[config.mk]
export PLATFORM = sky130hd
export DESIGN_NAME = bus_arbiter_flat
export DESIGN_NICKNAME = d
export VERILOG_FILES = /design/src/rtl/bus_arbiter_if.sv /design/src/rtl/bus_arbiter.sv /design/src/flat_wrapper.sv
export SDC_FILE = /design/constraint.sdc
export NUM_CORES = 1
export LEC_CHECK = 0
export CORE_MARGIN = 2
export CORE_UTILIZATION = 36
export CTS_CLUSTER_SIZE = 14
export DETAILED_ROUTE_END_ITERATION = 6
export PLACE_DENSITY_LB_ADDON = 0.3
export SLEW_MARGIN = 10
export SYNTH_ARGS = -nofsm -noshare
export SYNTH_HDL_FRONTEND = slang
export SYNTH_SLANG_ARGS = --single-unit
[constraint.sdc]
create_clock -name clk -period 3.8 [get_ports clk]
set_clock_uncertainty 0.2 [all_clocks]
set_input_delay 0.38 -clock clk [delete_from_list [all_inputs] [get_ports clk]]
set_output_delay 0.38 -clock clk [all_outputs]
set_load 0.01 [all_outputs]
[src/rtl/bus_arbiter_if.sv]
// Signal bundle for the two-master arbiter: both master request/ack ports and the shared bus port.
// The slave modport is the arbiter's view. The master modport is the view of the requesters and the bus slave.
interface bus_arbiter_if #(
  parameter int ADDR_WIDTH = 32,
  parameter int DATA_WIDTH = 32
);
  logic                  m0_req_i;
  logic                  m0_we_i;
  logic [ADDR_WIDTH-1:0] m0_addr_i;
  logic [DATA_WIDTH-1:0] m0_wdata_i;
  logic [DATA_WIDTH-1:0] m0_rdata_o;
  logic                  m0_ack_o;

  logic                  m1_req_i;
  logic                  m1_we_i;
  logic [ADDR_WIDTH-1:0] m1_addr_i;
  logic [DATA_WIDTH-1:0] m1_wdata_i;
  logic [DATA_WIDTH-1:0] m1_rdata_o;
  logic                  m1_ack_o;

  logic                  bus_rd_en_o;
  logic                  bus_wr_en_o;
  logic [ADDR_WIDTH-1:0] bus_addr_o;
  logic [DATA_WIDTH-1:0] bus_wdata_o;
  logic [DATA_WIDTH-1:0] bus_rdata_i;
  logic                  bus_ack_i;

  logic [1:0]            grant_o;
  logic                  err_o;

  modport slave (
    input  m0_req_i, m0_we_i, m0_addr_i, m0_wdata_i,
    input  m1_req_i, m1_we_i, m1_addr_i, m1_wdata_i,
    input  bus_rdata_i, bus_ack_i,
    output m0_rdata_o, m0_ack_o, m1_rdata_o, m1_ack_o,
    output bus_rd_en_o, bus_wr_en_o, bus_addr_o, bus_wdata_o,
    output grant_o, err_o
  );

  modport master (
    output m0_req_i, m0_we_i, m0_addr_i, m0_wdata_i,
    output m1_req_i, m1_we_i, m1_addr_i, m1_wdata_i,
    output bus_rdata_i, bus_ack_i,
    input  m0_rdata_o, m0_ack_o, m1_rdata_o, m1_ack_o,
    input  bus_rd_en_o, bus_wr_en_o, bus_addr_o, bus_wdata_o,
    input  grant_o, err_o
  );
endinterface

[src/rtl/bus_arbiter.sv]
// Round-robin two-master bus arbiter that allows one outstanding transaction (IDLE -> BUSY -> RESP).
// Define ARB_TIMEOUT_EN to force completion with err_o after TIMEOUT_CYCLES BUSY cycles that get no ack.
module bus_arbiter #(
  parameter int ADDR_WIDTH     = 32,
  parameter int DATA_WIDTH     = 32,
  parameter int TIMEOUT_CYCLES = 16
) (
  input  logic            clk,
  input  logic            rst,
  bus_arbiter_if.slave    bif
);
  localparam logic [1:0] ST_IDLE = 2'd0;
  localparam logic [1:0] ST_BUSY = 2'd1;
  localparam logic [1:0] ST_RESP = 2'd2;

  logic [1:0]            state_q, state_d;
  logic                  last_grant_q, last_grant_d;
  logic [1:0]            grant_q, grant_d;
  logic                  we_q, we_d;
  logic [ADDR_WIDTH-1:0] addr_q, addr_d;
  logic [DATA_WIDTH-1:0] wdata_q, wdata_d;
  logic [DATA_WIDTH-1:0] rdata_q [2];
  logic [DATA_WIDTH-1:0] rdata_d [2];
  logic                  err_q, err_d;
  logic                  pick_m1;
  logic                  timeout_hit;

`ifdef ARB_TIMEOUT_EN
  localparam int CNT_W = $clog2(TIMEOUT_CYCLES + 1);
  logic [CNT_W-1:0] tmo_cnt_q, tmo_cnt_d;

  // Cleared while idle so every BUSY entry starts from zero; saturates instead of wrapping.
  always_comb begin
    tmo_cnt_d = tmo_cnt_q;
    if (state_q == ST_IDLE)
      tmo_cnt_d = '0;
    else if (state_q == ST_BUSY && tmo_cnt_q != CNT_W'(TIMEOUT_CYCLES))
      tmo_cnt_d = tmo_cnt_q + CNT_W'(1);
  end

  assign timeout_hit = (state_q == ST_BUSY) && (tmo_cnt_q == CNT_W'(TIMEOUT_CYCLES - 1));

  always_ff @(posedge clk or posedge rst) begin
    if (rst) tmo_cnt_q <= '0;
    else     tmo_cnt_q <= tmo_cnt_d;
  end
`else
  assign timeout_hit = 1'b0;
`endif

  // On a tie, m1 wins only when m0 owned the previous grant.
  assign pick_m1 = bif.m1_req_i & (~bif.m0_req_i | ~last_grant_q);

  always_comb begin
    state_d      = state_q;
    last_grant_d = last_grant_q;
    grant_d      = grant_q;
    we_d         = we_q;
    addr_d       = addr_q;
    wdata_d      = wdata_q;
    rdata_d      = rdata_q;
    err_d        = err_q;
    case (state_q)
      ST_IDLE: begin
        if (bif.m0_req_i || bif.m1_req_i) begin
          state_d      = ST_BUSY;
          grant_d      = pick_m1 ? 2'b10 : 2'b01;
          last_grant_d = pick_m1;
          we_d         = pick_m1 ? bif.m1_we_i    : bif.m0_we_i;
          addr_d       = pick_m1 ? bif.m1_addr_i  : bif.m0_addr_i;
          wdata_d      = pick_m1 ? bif.m1_wdata_i : bif.m0_wdata_i;
          err_d        = 1'b0;
        end
      end
      ST_BUSY: begin
        // A real ack beats a timeout that lands in the same cycle.
        if (bif.bus_ack_i || timeout_hit) begin
          state_d             = ST_RESP;
          err_d               = ~bif.bus_ack_i;
          rdata_d[grant_q[1]] = bif.bus_ack_i ? bif.bus_rdata_i : '0;
        end
      end
      ST_RESP: begin
        state_d = ST_IDLE;
        grant_d = 2'b00;
      end
      default: begin
        state_d = ST_IDLE;
        grant_d = 2'b00;
      end
    endcase
  end

  always_ff @(posedge clk or posedge rst) begin
    if (rst) begin
      state_q      <= ST_IDLE;
      last_grant_q <= 1'b1;
      grant_q      <= 2'b00;
      we_q         <= 1'b0;
      addr_q       <= '0;
      wdata_q      <= '0;
      rdata_q[0]   <= '0;
      rdata_q[1]   <= '0;
      err_q        <= 1'b0;
    end else begin
      state_q      <= state_d;
      last_grant_q <= last_grant_d;
      grant_q      <= grant_d;
      we_q         <= we_d;
      addr_q       <= addr_d;
      wdata_q      <= wdata_d;
      rdata_q[0]   <= rdata_d[0];
      rdata_q[1]   <= rdata_d[1];
      err_q        <= err_d;
    end
  end

  // Enables decode straight from state so they drop as soon as reset is asserted.
  assign bif.bus_rd_en_o = (state_q == ST_BUSY) & ~we_q;
  assign bif.bus_wr_en_o = (state_q == ST_BUSY) &  we_q;
  assign bif.bus_addr_o  = addr_q;
  assign bif.bus_wdata_o = wdata_q;
  assign bif.grant_o     = grant_q;
  assign bif.m0_ack_o    = (state_q == ST_RESP) & grant_q[0];
  assign bif.m1_ack_o    = (state_q == ST_RESP) & grant_q[1];
  assign bif.m0_rdata_o  = rdata_q[0];
  assign bif.m1_rdata_o  = rdata_q[1];
  assign bif.err_o       = (state_q == ST_RESP) & err_q;
endmodule

[src/flat_wrapper.sv]
// flat-port wrapper written by rule: the top's interface ports become plain ports
module bus_arbiter_flat 
#(
  parameter int ADDR_WIDTH     = 32,
  parameter int DATA_WIDTH     = 32,
  parameter int TIMEOUT_CYCLES = 16
)
  (clk, rst, bif_m0_req_i, bif_m0_we_i, bif_m0_addr_i, bif_m0_wdata_i, bif_m1_req_i, bif_m1_we_i, bif_m1_addr_i, bif_m1_wdata_i, bif_bus_rdata_i, bif_bus_ack_i, bif_m0_rdata_o, bif_m0_ack_o, bif_m1_rdata_o, bif_m1_ack_o, bif_bus_rd_en_o, bif_bus_wr_en_o, bif_bus_addr_o, bif_bus_wdata_o, bif_grant_o, bif_err_o);
  bus_arbiter_if #(.ADDR_WIDTH(ADDR_WIDTH), .DATA_WIDTH(DATA_WIDTH)) bif_i ();
  input  logic clk;
  input  logic rst;
  input wire logic [$bits(bif_i.m0_req_i)-1:0] bif_m0_req_i;
  input wire logic [$bits(bif_i.m0_we_i)-1:0] bif_m0_we_i;
  input wire logic [$bits(bif_i.m0_addr_i)-1:0] bif_m0_addr_i;
  input wire logic [$bits(bif_i.m0_wdata_i)-1:0] bif_m0_wdata_i;
  input wire logic [$bits(bif_i.m1_req_i)-1:0] bif_m1_req_i;
  input wire logic [$bits(bif_i.m1_we_i)-1:0] bif_m1_we_i;
  input wire logic [$bits(bif_i.m1_addr_i)-1:0] bif_m1_addr_i;
  input wire logic [$bits(bif_i.m1_wdata_i)-1:0] bif_m1_wdata_i;
  input wire logic [$bits(bif_i.bus_rdata_i)-1:0] bif_bus_rdata_i;
  input wire logic [$bits(bif_i.bus_ack_i)-1:0] bif_bus_ack_i;
  output wire logic [$bits(bif_i.m0_rdata_o)-1:0] bif_m0_rdata_o;
  output wire logic [$bits(bif_i.m0_ack_o)-1:0] bif_m0_ack_o;
  output wire logic [$bits(bif_i.m1_rdata_o)-1:0] bif_m1_rdata_o;
  output wire logic [$bits(bif_i.m1_ack_o)-1:0] bif_m1_ack_o;
  output wire logic [$bits(bif_i.bus_rd_en_o)-1:0] bif_bus_rd_en_o;
  output wire logic [$bits(bif_i.bus_wr_en_o)-1:0] bif_bus_wr_en_o;
  output wire logic [$bits(bif_i.bus_addr_o)-1:0] bif_bus_addr_o;
  output wire logic [$bits(bif_i.bus_wdata_o)-1:0] bif_bus_wdata_o;
  output wire logic [$bits(bif_i.grant_o)-1:0] bif_grant_o;
  output wire logic [$bits(bif_i.err_o)-1:0] bif_err_o;
  assign bif_i.m0_req_i = bif_m0_req_i;
  assign bif_i.m0_we_i = bif_m0_we_i;
  assign bif_i.m0_addr_i = bif_m0_addr_i;
  assign bif_i.m0_wdata_i = bif_m0_wdata_i;
  assign bif_i.m1_req_i = bif_m1_req_i;
  assign bif_i.m1_we_i = bif_m1_we_i;
  assign bif_i.m1_addr_i = bif_m1_addr_i;
  assign bif_i.m1_wdata_i = bif_m1_wdata_i;
  assign bif_i.bus_rdata_i = bif_bus_rdata_i;
  assign bif_i.bus_ack_i = bif_bus_ack_i;
  assign bif_m0_rdata_o = bif_i.m0_rdata_o;
  assign bif_m0_ack_o = bif_i.m0_ack_o;
  assign bif_m1_rdata_o = bif_i.m1_rdata_o;
  assign bif_m1_ack_o = bif_i.m1_ack_o;
  assign bif_bus_rd_en_o = bif_i.bus_rd_en_o;
  assign bif_bus_wr_en_o = bif_i.bus_wr_en_o;
  assign bif_bus_addr_o = bif_i.bus_addr_o;
  assign bif_bus_wdata_o = bif_i.bus_wdata_o;
  assign bif_grant_o = bif_i.grant_o;
  assign bif_err_o = bif_i.err_o;
  bus_arbiter #(.ADDR_WIDTH(ADDR_WIDTH), .DATA_WIDTH(DATA_WIDTH), .TIMEOUT_CYCLES(TIMEOUT_CYCLES)) u_core (.clk(clk), .rst(rst), .bif(bif_i));
endmodule
== Yosys cells after proc, flatten, opt, wreduce, memory -nomap -nowiden ==
Index checks and enable logic that the tools add are counted.

* Divide/modulo/power cells: 0
* Shift-type cells: 0
* Reductions and logical operators: 9
* Order comparisons: 2
* Multipliers: 0
* $add $sub $neg: 0
* Equality and inequality tests: 4
* Bitwise gates (word level): 13
* Muxes and demuxes: 16

{| class="wikitable"
|+ Operators by type and width
! cell !! number
|-
| 2-to-1 mux 32 bit || 4
|-
| bitwise mux 64 bit || 1
|-
| demux 32 bit (select 1 bit) || 1
|-
| 2-to-1 mux 2 bit || 4
|-
| case mux 2 bit (2 select lines) || 2
|-
| AND reduction 2 bit || 4
|-
| AND 1 bit || 6
|-
| NOT 1 bit || 5
|-
| 2-to-1 mux 1 bit || 3
|-
| AND reduction 3 bit || 1
|-
| equality test 2 x 1 -> 1 bit (second input constant) || 1
|-
| equality test 2 bit (second input constant) || 1
|-
| >= comparator 2 bit (second input constant) || 1
|-
| zero test 2 bit || 1
|-
| less-than comparator 2 x 1 -> 1 bit (second input constant) || 1
|-
| != test 2 x 1 -> 1 bit (second input constant) || 1
|-
| != test 2 bit (second input constant) || 1
|-
| NOT 1 -> 2 bit || 1
|-
| case mux 1 bit (2 select lines) || 1
|-
| nonzero test 2 bit || 1
|-
| logical AND 1 bit || 1
|-
| logical OR 1 bit || 1
|-
| OR 1 bit || 1
|}

* Word-level logic and storage cells: 53
* Latch bits: 0
* Memory bits (read-only): 0
* Register bits: 135
* Output and inout port bits: 135
* Memories kept: 0
* Bits in writable memories: 0

== Logic depth before layout (Yosys ltp) ==
Gate-level depths: netlist of run 1.

* Word-level depth: 6
* Gate-level depth with buffers: 6

== Least setup slack after synthesis of run 1 ==
OpenSTA, ideal clock, no wires.

* Path type: register -> register
* Start point: register u_core.state_q[1]
* End point: register u_core.rdata_q (netlist bit u_core.bif.m0_rdata_o[0])
* Path slack: 2099 ps
* Path buffers: 1
* Data arrival time: 1373 ps
* Setup time: 127 ps
* Cell stages (with the launch flop): 5
* Data required time: 3473 ps
* Cell sequence: dfrtp_1 -> nand3b_2 -> nor2_2 -> buf_6 -> mux2_1

* Longest elaborated chain between the ends: 2

{| class="wikitable"
|+ RTL lines
! what !! RTL line !! text
|-
| start, declared || bus_arbiter.sv:16 || <nowiki>logic [1:0] state_q, state_d;</nowiki>
|-
| start signal, assigned || bus_arbiter.sv:106 || <nowiki>state_q <= state_d;</nowiki>
|-
| equality test 2 x 1 -> 1 bit || bus_arbiter.sv:63 || <nowiki>case (state_q)</nowiki>
|-
| AND reduction 2 bit (no source line) || -- ||
|-
| end, declared || bus_arbiter.sv:22 || <nowiki>logic [DATA_WIDTH-1:0] rdata_q [2];</nowiki>
|}

Every way passes these cells.
A chain may end at the register's enable or synchronous reset.

== Worst setup path after layout of run 1 ==
* Start point: register u_core.state_q[0]
* End point: output bif_bus_wr_en_o

* Longest elaborated chain between the ends: 2

{| class="wikitable"
|+ RTL lines
! what !! RTL line !! text
|-
| equality test 2 x 1 -> 1 bit || bus_arbiter.sv:120 || <nowiki>assign bif.bus_wr_en_o = (state_q == ST_BUSY) & we_q;</nowiki>
|-
| AND 1 bit || bus_arbiter.sv:120 ||
|-
| end, declared || flat_wrapper.sv:27 || <nowiki>output wire logic [$bits(bif_i.bus_wr_en_o)-1:0] bif_bus_wr_en_o;</nowiki>
|}

Every way passes these cells.

==> results of run 1 <==
==> flip-flops by register name, indices dropped and copies added (netlist names) <==
register and count:
u_core.bif.bus_addr_o 32, u_core.bif.bus_wdata_o 32, u_core.bif.grant_o 2, u_core.bif.m0_rdata_o 32, u_core.bif.m1_rdata_o 32, u_core.err_q 1, u_core.last_grant_q 1, u_core.state_q 2
u_core.we_q 1
==> path summary, 6_finish.rpt <==
| kind | startpoint | to | depth (start not counted) |
|---|---|---|---|
| worst max-delay path | u_core.state_q[0] | bif_bus_wr_en_o | 3 |
| worst min-delay path | u_core.bif.m0_rdata_o[0] | u_core.bif.m0_rdata_o[0] | 1 |
| worst max register to register | u_core.state_q[1] | u_core.bif.m0_rdata_o[31] | 3 |
| worst min register to register | u_core.bif.m0_rdata_o[0] | u_core.bif.m0_rdata_o[0] | 1 |
| max in group asynchronous | rst | u_core.bif.bus_addr_o[29] | 3 |
| min in group asynchronous | rst | u_core.bif.grant_o[0] | 2 |
==> cells in the final DEF, fill, tap and decap left out, drive strengths merged <==
master / count
a21bo: 1
a21boi: 1
a21oi: 68
a22oi: 1
a31oi: 66
and2: 4
and3: 1
buf: 7
bufinv: 1
clkbuf: 22
clkdlybuf4s50: 301
clkinv: 8
clkinvlp: 1
dfrtp: 134
dfstp: 1
inv: 5
mux2: 64
nand2: 132
nand2b: 1
nand3b: 1
nor2: 4
nor2b: 2
o211ai: 1
o21ai: 2
o21bai: 1
or2: 1
==> per-layer routing <==
layer  global-route usage [%]  share of wire, %  up-vias
met2                    35.27                49      258
li1                         -                 -     2435
met3                    7.190               8.5       34
met4                    8.394               2.8        0
met5                        0                 0        -
met1                    23.50                40     2532
==> metrics by stage <==
step	power, mW	instances	utilization [%]
2_1_floorplan	4.265	535	-
3_3_place_gp	6.076	1016	56.48
3_5_place_dp	6.207	1016	56.48
4_1_cts	7.744	1047	59.88
5_1_grt	8.140	1047	59.88
6_report	7.675	1047	59.88
==> cell type report <==
| cell class | count | area, sq um | area share [%] |
|---|---|---|---|
| timing repair buffer | 308 | 3090 | 32.37 |
| clock inverter | 9 | 77.57 | 0.8126 |
| sequential | 135 | 3379 | 35.40 |
| multi-input combinational | 351 | 2238 | 23.45 |
| clock buffer | 22 | 464.2 | 4.862 |
| inverter | 6 | 26.28 | 0.2752 |
| tap | 216 | 270.3 | 2.831 |
==> kinds of logic (layout without fill, tap and decap cells) <==
group           count (synthesis)  count (layout)  share of synthesized area, %
flops                         135             135                         57.26
simple gates                  146             146                         10.09
compound gates                141             141                         13.61
mux                            64              64                         13.93
buf+inv                        49             345                         5.109
==> critical path: cells and delay by family (launching register included) <==
kind,cells,cell delay [ps]
buffers and inverters,1,570
flip-flops,1,530
AND/OR/NAND/NOR,2,320
==> power by group <==
part           total, mW  switching, mW  internal (mW)  leakage, nW
clock network       1.51          0.585          0.925        0.273
logic               3.55           1.53           2.02         2.21
registers           2.62          0.446           2.17         1.56
==> results_dict.tcl, run 1 <==
set metrics [dict create \
    power.density_nw_per_um2 804.0 \
    min_period_ps 2401 \
    hold_path.class "reg -> reg" \
    diodes 0 \
    grt_max_degree 69 \
    yosysWarningCount 0 \
    dr_total_vias 5259 \
    synth_flop_cell "dfrtp_1" \
    p_leak_nw 4.049 \
    insertion_delay_ps 400 \
    path_clk_slew_ps 50 \
    crit_chain "nand2b_1, nor2_1, clkdlybuf4s50_1" \
    setup_viol 0 \
    antenna_found_initial 0 \
    crit_slowest_cell "clkdlybuf4s50_1" \
    die_area_sq_um 17430 \
    ir_drop_mv 0.4157 \
    postRouteAntennaNets 0 \
    cts_tree "yes" \
    yosysTopAreaCell "dfrtp_1" \
    yosysSeqAreaShare_pct 57.26 \
    timing.final.crit_share_pct 63.18 \
    drc 0 \
    max_cap_violations 0 \
    relSlewSlack_pct 34.25 \
    rsz0062_at_grt "no" \
    report.final.slew_viol_count 0 \
    area_growth_pct 61.76 \
    syn_avg_cell_area_sq_um 11.03 \
    hold_viol 0 \
    grt_pass1_vias 5490 \
    synth_area_sq_um 5902 \
    hold_ws_ps 280.1 \
    wirelength_microns 17860 \
    cts-buffers-inserted 17 \
    synthCells 535 \
    cts_hold_buf 0 \
    port_buffers 301 \
    status "complete, no violations" \
    synth_edf_count 0 \
    die_h_microns 132.0 \
    synth.area.top_cells "dfrtp_1, nand2_1, a31oi_1" \
    critPathArrivalTime_ps 1820 \
    worst_pin_slew_ps 983.9 \
    grt_first_pass_wirelength_microns 28740 \
    post-cts-setup-buffer-count 0 \
    synthTopCellsByCount "dfrtp_1, nand2_1, a21oi_1" \
    n_fill_cell 1278 \
    synth_async_sr_flop_share_pct 100.0 \
    cts_root_buffer "clkbuf_16" \
    coreArea_sq_um 15940 \
    routedWlPerCell_microns 17.06 \
    start_util_pct 37.02 \
    worst_slack_ps 1399 \
    max_freq_mhz 416.5 \
    grt.overflow.total 0 \
    drt-vias-per-instance 5.023 \
    path_max_fanout 8 \
    fp-row-count 46 \
    crit_required_ps 3220 \
    clockBufferDepth 2 \
    start_kind "flip-flop" \
    yosysMostFrequentCell "dfrtp_1" \
    post_cts_resize_count 0 \
    post-route-cell-area_sq_um 9547 \
    drt-initial-drc-count 233 \
    synth_seq_cells 135 \
    drive_above_1_share_pct 9.266 \
    htree_num_levels 4 \
    setup_tns_ps 0 \
    clock_sinks 135 \
    cp-end-kind "primary output" \
    drt_pass1_iterations 5 \
    num_io_pins 302 \
    gp_congestion 0.8071 \
    die_x_microns 132.0 \
    postPlaceCellArea_sq_um 9005 \
    synth_nets 702 \
    crit_type "reg -> out" \
    dp_hpwl_microns 12820 \
    synth.distinct_cells 30 \
    yosysTopAreaCellShare_pct 56.82 \
    cpPeakStageDelay_ps 570 \
    dp_slack_ps 1144 \
    finish.net_count 986 \
    globalRouteTotalUtil_pct 20.59 \
    reg2reg_slack_ps 1530 \
]
(Power assumes the default switching activity.)
==> run 2: changes to the inputs <==
Clock period 3.8 ns to 2.1 ns, I/O delays scaled along.
==> run 2 against run 1 <==
Flip-flop and latch count unchanged; worst hold slack got worse by 170 ps; non-clock buffer count increased by 8; clock-buffer cell count decreased by 4; die area unchanged; highest routed layer unchanged.
==> results_dict.tcl, run 2 (synthesis results as in run 1) <==
set metrics [dict create \
    ir_drop_mv 0.6977 \
    hold_ws_ps 105.4 \
    port_buffers 301 \
    cpPeakStageDelay_ps 640 \
    clock_sinks 135 \
    cts_root_buffer "clkbuf_16" \
    setup_tns_ps 0 \
    critical_path.startpoint "u_core.bif.grant_o[1]" \
    post_cts_resize_count 7 \
    setup_viol 0 \
    routedWlPerCell_microns 16.70 \
    drt_pass1_iterations 4 \
    cts_tree "yes" \
    finish.utilization_pct 60.70 \
    die_x_microns 132.0 \
    drt-vias-per-instance 4.965 \
    finish.net_count 994 \
    status "complete, no violations" \
    coreArea_sq_um 15940 \
    cp-end-kind "primary output" \
    timing.final.crit_share_pct 93.56 \
    path_max_fanout 6 \
    cts-buffers-inserted 17 \
    p_total_mw 13.95 \
    layout_common_cells "clkdlybuf4s50_1, dfrtp_1, nand2_1, a21oi_1, a31oi_1" \
    internal_power_mw 9.235 \
    crit_chain "clkdlybuf4s50_1" \
    drive_above_1_share_pct 10.83 \
    relSlewSlack_pct 63.48 \
    crit_required_ps 1690 \
    dr_total_vias 5243 \
    area_growth_pct 63.98 \
    worst_pin_slew_ps 547.8 \
    crit_type "reg -> out" \
    layout_commonest_cell "clkdlybuf4s50_1" \
    grt.overflow.total 0 \
    num_io_pins 302 \
    grt_first_pass_wirelength_microns 28760 \
    max_cap_violations 0 \
    hold_viol 0 \
    dp_slack_ps 136.0 \
    power.switching_mw 4.713 \
    htree_num_levels 4 \
    power.share.clock_pct 19.2 \
    report.final.slew_viol_count 0 \
    gp_congestion 0.7615 \
    insertion_delay_ps 400 \
    start_kind "flip-flop" \
    crit_slowest_cell "clkdlybuf4s50_1" \
    critPathArrivalTime_ps 1550 \
    antenna_found_initial 0 \
    clockBufferDepth 2 \
    dp_hpwl_microns 12820 \
    n_fill_cell 1296 \
    grt_pass1_vias 5645 \
    max_freq_mhz 509.0 \
    grt_max_degree 103 \
    worst_slack_ps 135.2 \
    path_clk_slew_ps 60 \
    start_util_pct 37.02 \
    cts_hold_buf 0 \
    postRouteAntennaNets 0 \
    swShare_pct 33.79 \
    cp_num_buf_inv 1 \
    r2r_start "u_core.state_q[1]" \
    crit_family "buffers and inverters" \
    p_leak_nw 4.119 \
    die_h_microns 132.0 \
    wirelength_microns 17640 \
    diodes 0 \
    fp-row-count 46 \
    min_period_ps 1965 \
    die_area_sq_um 17430 \
    drc 0 \
    p_comb_share_pct 46.8 \
    power.density_nw_per_um2 1441 \
    rsz0062_at_grt "no" \
    seqPwrFrac_pct 34.0 \
    drt-initial-drc-count 296 \
    post-cts-setup-buffer-count 0 \
    globalRouteTotalUtil_pct 20.61 \
    hold_path.class "in -> async" \
]
## run 2: layout make-up
cell class / count / area [sq um] / share of cell area (%)
well taps: 216 / 270.3 / 2.793
flip-flops and latches: 135 / 3382 / 34.95
clock inverters: 14 / 102.6 / 1.060
repair buffers: 316 / 3219 / 33.26
multi-input cells: 351 / 2238 / 23.13
clock buffers: 18 / 439.2 / 4.538
inverters: 6 / 26.28 / 0.2715
## run 2: path summary, 6_finish.rpt
kind	end	slack (ps)	depth (start not counted)
worst max-delay path	bif_grant_o[1]	140	1
worst min-delay path	u_core.bif.bus_wdata_o[11]	110	3
worst max register to register	u_core.bif.m1_rdata_o[9]	260	5
worst min register to register	u_core.bif.m0_rdata_o[22]	280	1
max in group asynchronous	u_core.state_q[0]	1130	3
min in group clk	u_core.bif.bus_wdata_o[28]	170	3
## run 2: power groups by stage
stage / Sequential [mW] / Clock [mW] / Combinational, mW
2_1_floorplan: 5.23 / 0 / 2.49
3_3_place_gp: 4.69 / 0 / 6.48
3_5_place_dp: 4.75 / 0 / 6.60
4_1_cts: 4.75 / 2.76 / 6.61
5_1_grt: 4.92 / 2.87 / 7.02
6_report: 4.74 / 2.68 / 6.52
## run 2: through the flow
stage          cells  area (sq um)
2_1_floorplan    535          5906
3_3_place_gp    1024          9140
3_5_place_dp    1024          9140
4_1_cts         1056          9678
5_1_grt         1056          9678
6_report        1056          9678
## run 2: metal layers
layer | share of wire, % | track usage [%] | routed length, microns
met5 | 0 | 0 | 0
met4 | 2.6 | 9.300 | 459
met3 | 8.9 | 7.151 | 1575
met2 | 49 | 35.97 | 8730
met1 | 39 | 22.63 | 6873
==> run 3: changes to the inputs <==
Settings changed: PLACE_DENSITY_LB_ADDON 0.3 to 0.05, SKIP_CTS_REPAIR_TIMING set to 1.
==> run 3 against run 2 <==
Core utilization is 0.89 points higher; register-to-register slack better by 70 ps; clock-buffer cell count down 1; setup slack lost 19 ps; combinational power is 2% higher; sequential power about the same; non-clock buffer count increased by 10; flip-flop and latch count unchanged; first-iteration DRC count is 31% lower; critical endpoint unchanged; worst hold slack improved by 47 ps.
==> results_dict.tcl, run 3 (synthesis results as in run 1) <==
set metrics [dict create \
    die_area_sq_um 17430 \
    ir_drop_mv 0.6344 \
    layout_common_cells "clkdlybuf4s50_1, dfrtp_1, nand2_1, a21oi_1, a31oi_1" \
    relSlewSlack_pct 71.39 \
    globalRouteTotalUtil_pct 21.29 \
    crit_family "buffers and inverters" \
    clock_sinks 135 \
    cp-end-kind "primary output" \
    layout_commonest_cell "clkdlybuf4s50_1" \
    crit_type "reg -> out" \
    finish.net_count 1004 \
    crit_chain "clkdlybuf4s50_1" \
    drc 0 \
    p_leak_nw 4.244 \
    num_io_pins 302 \
    timing.final.crit_share_pct 94.47 \
    max_cap_violations 0 \
    path_max_fanout 6 \
    start_kind "flip-flop" \
    cts_root_buffer "clkbuf_16" \
    cp_num_buf_inv 1 \
    status "complete, no violations" \
    coreArea_sq_um 15940 \
    worst_slack_ps 116.1 \
    antenna_found_initial 0 \
    grt.overflow.total 0 \
    p_total_mw 14.19 \
    dp_slack_ps 180.1 \
    postRouteAntennaNets 0 \
    crit_required_ps 1690 \
    dr_total_vias 5269 \
    insertion_delay_ps 410 \
    start_util_pct 37.02 \
    drt_pass1_iterations 4 \
    hold_ws_ps 152.2 \
    rsz0062_at_grt "no" \
    drt-initial-drc-count 205 \
    drt-vias-per-instance 4.943 \
    diodes 0 \
    setup_viol 0 \
    report.final.slew_viol_count 0 \
    power.density_nw_per_um2 1445 \
    hold_viol 0 \
    max_freq_mhz 504.1 \
    hold_path.class "in -> reg" \
    wirelength_microns 18400 \
    cpPeakStageDelay_ps 640 \
    worst_pin_slew_ps 429.1 \
    grt_pass1_vias 5465 \
    area_growth_pct 66.38 \
    min_period_ps 1984 \
    clockBufferDepth 2 \
    gp_congestion 0.7839 \
    cts-buffers-inserted 17 \
    die_h_microns 132.0 \
    port_buffers 301 \
    dp_hpwl_microns 13470 \
    grt_first_pass_wirelength_microns 29240 \
    htree_num_levels 4 \
    path_clk_slew_ps 60 \
    drive_above_1_share_pct 11.88 \
    fp-row-count 46 \
    grt_max_degree 48 \
    cts_tree "yes" \
    crit_slowest_cell "clkdlybuf4s50_1" \
    routedWlPerCell_microns 17.26 \
    critPathArrivalTime_ps 1570 \
    die_x_microns 132.0 \
]
run 3: worst paths after layout:
| path | start | to | slack [ps] | cells past startpoint |
|---|---|---|---|---|
| max | u_core.bif.grant_o[1] | bif_grant_o[1] | 120 | 1 |
| min | bif_m0_wdata_i[2] | u_core.bif.bus_wdata_o[2] | 150 | 3 |
| max reg2reg | u_core.state_q[0] | u_core.bif.m1_rdata_o[10] | 330 | 6 |
| min reg2reg | u_core.bif.m0_rdata_o[6] | u_core.bif.m0_rdata_o[6] | 290 | 1 |
| max in group asynchronous | rst | u_core.bif.bus_wdata_o[15] | 650 | 4 |
| min in group asynchronous | rst | u_core.bif.m0_rdata_o[31] | 510 | 3 |
run 3: power breakdown:
part / total [mW] / leakage (nW) / switching [mW] / internal (mW)
registers: 4.73 / 1.56 / 0.799 / 3.93
clock network: 2.81 / 0.263 / 1.25 / 1.55
logic: 6.65 / 2.42 / 2.82 / 3.83
run 3: through the flow:
step / utilization (%) / cells / instance area, sq um / TNS, ps
after CTS: 61.32 / 1063 / 9777 / -732.3
after global routing: 61.59 / 1066 / 9819 / 0
after detailed placement: 57.82 / 1031 / 9218 / 0
final: 61.59 / 1066 / 9819 / 0
after floorplan: - / 535 / 5906 / 0
after global placement: 57.82 / 1031 / 9218 / 0
run 3: final cells by class:
| class | instances | area [sq um] |
|---|---|---|
| clock inverters | 15 | 133.9 |
| well taps | 216 | 270.3 |
| flip-flops and latches | 135 | 3382 |
| fillers | 1312 | 6123 |
| multi-input cells | 351 | 2241 |
| repair buffers | 326 | 3341 |
| inverters | 6 | 26.28 |
| clock buffers | 17 | 425.4 |
run 3: layer usage:
layer | wire [microns] | share of wire [%] | track usage [%] | vias to the layer above
li1 | - | - | - | 2474
met1 | 7540 | 41 | 25.57 | 2553
met2 | 8982 | 49 | 35.16 | 201
met3 | 1263 | 6.9 | 6.267 | 41
met4 | 616 | 3.3 | 10.14 | 0
met5 | 0 | 0 | 0 | -
run 3: worst reg2reg max path, delay by kind of cell, from the launching register on:
family / cells / cell delay, ps
and+or+nand+nor: 2 / 220
buffers and inverters: 3 / 420
DFF: 1 / 460
muxes: 1 / 350
